### src/rtl/nbit_prpg_pkg.sv
// Shared constants for the n-bit pseudo-random pattern generator.
// Holds the maximal-length tap masks for widths 2..16 and a lookup helper.
package nbit_prpg_pkg;

    localparam int unsigned N_MIN = 2;
    localparam int unsigned N_MAX = 16;

    // Bit k set means state bit k feeds the XOR. Index is the LFSR width.
    // Entries 0 and 1 are unused.
    localparam logic [N_MAX:0][N_MAX-1:0] TAP_TABLE = {
        16'hD008,  // 16: x^16+x^15+x^13+x^4+1
        16'h6000,  // 15: x^15+x^14+1
        16'h2015,  // 14: x^14+x^5+x^3+x^1+1
        16'h100D,  // 13: x^13+x^4+x^3+x^1+1
        16'h0829,  // 12: x^12+x^6+x^4+x^1+1
        16'h0500,  // 11: x^11+x^9+1
        16'h0240,  // 10: x^10+x^7+1
        16'h0110,  //  9: x^9+x^5+1
        16'h00B8,  //  8: x^8+x^6+x^5+x^4+1
        16'h0060,  //  7: x^7+x^6+1
        16'h0030,  //  6: x^6+x^5+1
        16'h0014,  //  5: x^5+x^3+1
        16'h000C,  //  4: x^4+x^3+1
        16'h0006,  //  3: x^3+x^2+1
        16'h0003,  //  2: x^2+x+1
        16'h0000,
        16'h0000
    };

    function automatic logic [N_MAX-1:0] tap_mask(input int unsigned width);
        if (width < N_MIN || width > N_MAX) begin
            return '0;
        end
        return TAP_TABLE[width[4:0]];
    endfunction

endpackage

### src/rtl/prpg_lfsr_core.sv
// Fibonacci LFSR core: n-bit shift-left register with XOR feedback into bit 0.
// load has priority over step; reset is synchronous and active-high.
module prpg_lfsr_core
    import nbit_prpg_pkg::*;
#(
    parameter int unsigned n = 4
) (
    input  logic         clk,
    input  logic         reset,
    input  logic         load,
    input  logic         step,
    input  logic [n-1:0] load_val,
    output logic [n-1:0] state
);

    localparam logic [N_MAX-1:0] TAPS = tap_mask(n);

    logic [n-1:0] state_q;
    logic         fb;

    assign fb    = ^(state_q & TAPS[n-1:0]);
    assign state = state_q;

    // Shift register: clear, load, or advance one step.
    always_ff @(posedge clk) begin
        if (reset) begin
            state_q <= '0;
        end else if (load) begin
            state_q <= load_val;
        end else if (step) begin
            state_q <= {state_q[n-2:0], fb};
        end
    end

endmodule

### src/rtl/nbit_prpg.sv
// n-bit pseudo-random pattern generator (maximal-length Fibonacci LFSR).
// Outputs: parallel state num, serial bit sequence_bit (= num[n-1]),
// step counter count (0..2^n-2) and valid.
// Optional macro PRPG_PERIOD_FLAG_EN adds period_done, a one-cycle pulse on
// the edge where count wraps back to 0 (LFSR back at its loaded seed).
module nbit_prpg
    import nbit_prpg_pkg::*;
#(
    parameter int unsigned n = 4
) (
    input  logic         clk,
    input  logic         reset,
    input  logic [n-1:0] seed,
    input  logic         load,
`ifdef PRPG_PERIOD_FLAG_EN
    output logic         period_done,
`endif
    output logic [n-1:0] count,
    output logic [n-1:0] num,
    output logic         sequence_bit,
    output logic         valid
);

    if (n < N_MIN || n > N_MAX) begin : g_bad_width
        $error("nbit_prpg: parameter n must be in 2..16");
    end

    localparam int unsigned CntMaxInt = (1 << n) - 2;
    localparam logic [n-1:0] CNT_MAX  = CntMaxInt[n-1:0];

    logic [n-1:0] count_q;
    logic         valid_q;
    logic         step;
    logic         wrap;
    logic [n-1:0] seed_fixed;

    // An all-zero seed would lock the LFSR, so substitute 1.
    assign seed_fixed = (seed == '0) ? {{(n-1){1'b0}}, 1'b1} : seed;
    assign step       = valid_q & ~load;
    assign wrap       = step & (count_q == CNT_MAX);

    prpg_lfsr_core #(
        .n (n)
    ) u_core (
        .clk      (clk),
        .reset    (reset),
        .load     (load),
        .step     (step),
        .load_val (seed_fixed),
        .state    (num)
    );

    // Step counter and valid flag, tracking the LFSR period.
    always_ff @(posedge clk) begin
        if (reset) begin
            count_q <= '0;
            valid_q <= 1'b0;
        end else if (load) begin
            count_q <= '0;
            valid_q <= 1'b1;
        end else if (step) begin
            count_q <= wrap ? '0 : count_q + 1'b1;
        end
    end

`ifdef PRPG_PERIOD_FLAG_EN
    logic period_done_q;

    // Single-cycle pulse registered on the wrap edge.
    always_ff @(posedge clk) begin
        if (reset) begin
            period_done_q <= 1'b0;
        end else begin
            period_done_q <= wrap;
        end
    end

    assign period_done = period_done_q;
`endif

    assign count        = count_q;
    assign valid        = valid_q;
    assign sequence_bit = num[n-1];

endmodule

### config.mk
export PLATFORM = sky130hd
export DESIGN_NAME = nbit_prpg
export DESIGN_NICKNAME = d
export VERILOG_FILES = /design/src/rtl/nbit_prpg_pkg.sv /design/src/rtl/prpg_lfsr_core.sv /design/src/rtl/nbit_prpg.sv
export SDC_FILE = /design/constraint.sdc
export NUM_CORES = 1
export LEC_CHECK = 0
export BUFFER_PORTS_ARGS = -buffer_cell sky130_fd_sc_hd__buf_2
export CAP_MARGIN = 20
export CELL_PAD_IN_SITES_DETAIL_PLACEMENT = 1
export CELL_PAD_IN_SITES_GLOBAL_PLACEMENT = 2
export CORE_MARGIN = 1.5
export CORE_UTILIZATION = 27
export CTS_CLUSTER_DIAMETER = 100
export CTS_CLUSTER_SIZE = 28
export DETAILED_ROUTE_END_ITERATION = 10
export PLACE_DENSITY = 0.75
export SLEW_MARGIN = 20
export SYNTH_ARGS = -nofsm -noshare
export SYNTH_HDL_FRONTEND = slang
export SYNTH_SLANG_ARGS = --single-unit
### constraint.sdc
create_clock -name clk -period 1.5 [get_ports clk]
set_input_delay 0.075 -clock clk [delete_from_list [all_inputs] [get_ports clk]]
set_output_delay 0.075 -clock clk [all_outputs]
set_load 0.05 [all_outputs]
==> results_dict.tcl <==
set metrics [dict create \
    outcome "finished clean" \
    antenna_cells_inserted 0 \
    worst_setup_path_end_kind "output port" \
    synth.most_common_cell "sky130_fd_sc_hd__dfxtp_1" \
    place.detailed.hpwl_um 808 \
    synth_area_in_xor_xnor 0.0193 \
    clock_tree_from_tritoncts "done" \
    clock_sink_count 9 \
    hold_fix_buffer_count_after_cts 0 \
    timing.final.setup_violations 0 \
    post-synth-top-area-cell "sky130_fd_sc_hd__dfxtp_1" \
    timing.setup.tns_ns 0 \
    total_power_divided_by_cell_area_nw_per_um2 1020 \
    vias_in_the_first_global_route 403 \
    root_buffer "sky130_fd_sc_hd__clkbuf_4" \
    yosys_warnings 0 \
    grt_max_degree 12 \
    num-nets-final 78 \
    slew_viol_final 0 \
    chipWidth_um 44.0 \
    timing.reg2reg.worst_path_depth 3 \
    hold_class "input pin to flip-flop" \
    core.rowCount 14 \
    grt_antenna_before_repair 0 \
    cp.arrival_ns 1.17 \
    postSynthNetCount 60 \
    ys_seq_area_frac 0.398 \
    fmax_ghz 0.800 \
    critPathRequiredTime_ns 1.42 \
    synth_top_area_frac 0.398 \
    worst_skew_pair_latency_ns 0.26 \
    grt_first_pass_wirelength_um 1830 \
    timing.critical_path.slowest_cell_delay_ns 0.57 \
    worst_setup_path_start_kind "flip-flop" \
    slowest_stage "sky130_fd_sc_hd__dfxtp_1" \
    finalWirelength_um 1090 \
    tightestPinTransition_ns 0.414 \
    ys_ff_latch 9 \
    layout_worst_path_cycle_share 0.833 \
    detail_route.first_pass.iterations 2 \
    worst_slew_margin_rel 0.723 \
    clockBufferDepth 2 \
    post_cts_setup_buffer_count 0 \
    report.power.total_uw 566 \
    synth_adder_area_share 0.0552 \
    reg_to_reg_start "valid" \
    timing.hold.worst_endpoint "valid" \
    start_util 0.294 \
    place.detailed.instances 80 \
    share_of_the_synthesized_area_in_compound_gates_ao_oa_aoi_oai 0.0939 \
    detail_route.iter0.violations 4 \
    dieHeight_um 44.0 \
    grt_remaining_overflow 0 \
    count_of_unresolved_drc_violations_after_routing 0 \
    timing.critical_path.depth 1 \
    end_of_the_worst_register_to_register_path "u_core.state[2]" \
    final-hold-violation-count 0 \
    via_count 421 \
    final-instance-count-excl-fill 84 \
    postSynth.topFlopCell "sky130_fd_sc_hd__dfxtp_1" \
    io_pins 17 \
    gp_congestion 0.704 \
    timing.hold.worst_path_depth 2 \
    critical_path.top_delay_family "flip-flops" \
    clkSlewWorstSetupHoldPaths_ns 0.06 \
    vdd.ir_drop.worst_v 0.000424 \
    synth_edf_count 0 \
    postSynth.asyncResetShare 0 \
    die_area_um2 1930 \
    path_max_fanout 11 \
    fin_skew_ns 0.00260 \
    ys_top_cells_by_count "sky130_fd_sc_hd__dfxtp_1 (9), sky130_fd_sc_hd__nor2_1 (6), sky130_fd_sc_hd__a21oi_1 (5)" \
    synth.lib_cells_used.distinct 23 \
    core-area_um2 1540 \
    synthesis.instances 51 \
    setup.reg_to_reg.worst_slack_ns 0.25 \
    crit_path_cell_chain "buf_2" \
    minimum_clock_period_after_layout_ns 1.25 \
    avgRoutedWirePerCell_um 12.9 \
    number_of_buffer_cells_added_on_primary_ports 16 \
    cp.buffers_inverters 1 \
    final_antenna_net_count 0 \
    synth.cell_area_um2 453 \
    total_grt_usage 0.130 \
    cts_htree_levels 1 \
    cts_made_buffers 3 \
    synth_mux_area_frac 0.141 \
    hold_start "reset" \
    synth_area_per_cell_um2 8.88 \
    rsz0062_at_grt "no" \
    combinational_family_with_the_most_area_after_synthesis "simple AND/OR/NAND/NOR gates" \
    postCtsResizedCells 0 \
    vias_per_cell 5.01 \
    crit_type "flip-flop to output port" \
    timing.max_cap.violations 0 \
    areaGrowthSynthToFinish_pct 22.7 \
    post_route_cells_drive_above_1_share 0.353 \
    reported_leakage_power_uw 0.000257 \
    ys_top_cells_by_area "sky130_fd_sc_hd__dfxtp_1 (40%), sky130_fd_sc_hd__mux2_2 (7.5%), sky130_fd_sc_hd__mux2i_1 (6.6%), sky130_fd_sc_hd__a21oi_1 (5.5%), sky130_fd_sc_hd__ha_1 (5.5%)" \
    synthSimpleGateAreaFrac 0.224 \
]
-- per-stage QoR --
stage	hold slack [ns]	setup slack, ns	area [um2]	util
2_1_floorplan	0.147	0.0482	453	-
3_3_place_gp	0.330	0.308	529	0.343
3_5_place_dp	0.341	0.265	529	0.343
4_1_cts	0.0537	0.244	556	0.360
5_1_grt	0.0668	0.145	556	0.360
6_report	0.0631	0.250	556	0.360
-- worst max path at each step --
stage / from / end / slack [ns]
3_5_place_dp: valid / u_core.state[2] / 0.27
4_1_cts: valid / valid / 0.24
2_1_floorplan: count[0] / count[2] / 0.05
3_3_place_gp: valid / u_core.state[3] / 0.31
5_1_grt: valid / u_core.state[3] / 0.14
6_report: valid / valid / 0.25
-- cells by family (layout without fill, tap and decap cells) --
group | Yosys count | count (layout)
simple gates | 20 | 20
flops | 9 | 9
compound gates | 8 | 8
mux | 6 | 6
buf+inv | 5 | 22
fa+ha+maj | 2 | 2
xor+xnor | 1 | 1
-- layer usage --
| layer | global-route usage | vias up | part of all wire |
|---|---|---|---|
| li1 | - | 211 | - |
| met1 | 0.149 | 195 | 0.46 |
| met2 | 0.215 | 15 | 0.48 |
| met3 | 0.0500 | 0 | 0.061 |
| met4 | 0.0545 | 0 | 0 |
| met5 | 0 | - | 0 |
-- cell type report --
type / count / area [um2]
multi-input combinational: 37 / 241
fill: 204 / 986
clock buffer: 4 / 26.3
tap: 16 / 20.0
inverter: 2 / 7.51
sequential: 9 / 180
timing repair buffer: 16 / 80.1
-- where the power goes --
part	internal, uW	leakage [uW]	switching, uW
sequential	250	0.0000739	15.3
combinational	35.4	0.000168	74.2
clock	103	0.0000150	88.4
total	388	0.000257	178
-- state kept, by name, summed over array words and instances (netlist names) --
register	cells
count	4
u_core.state	4
valid	1
-- placed cells by master, fill, tap and decap left out --
cell type                   n
sky130_fd_sc_hd__a21oi_1    5
sky130_fd_sc_hd__a22oi_1    1
sky130_fd_sc_hd__buf_2     16
sky130_fd_sc_hd__clkbuf_1   1
sky130_fd_sc_hd__clkbuf_4   3
sky130_fd_sc_hd__dfxtp_1    9
sky130_fd_sc_hd__ha_1       2
sky130_fd_sc_hd__inv_1      2
sky130_fd_sc_hd__mux2_2     3
sky130_fd_sc_hd__mux2i_1    3
sky130_fd_sc_hd__nand2_1    2
sky130_fd_sc_hd__nand2_2    1
sky130_fd_sc_hd__nand3_1    2
sky130_fd_sc_hd__nand3b_1   1
sky130_fd_sc_hd__nor2_1     6
sky130_fd_sc_hd__nor2b_1    1
sky130_fd_sc_hd__nor3_1     3
sky130_fd_sc_hd__nor3b_1    1
sky130_fd_sc_hd__nor4_1     1
sky130_fd_sc_hd__o21ai_0    2
sky130_fd_sc_hd__or2_2      1
sky130_fd_sc_hd__or3_1      1
sky130_fd_sc_hd__xor2_1     1
Note: power is estimated with default switching activity, not from simulation.
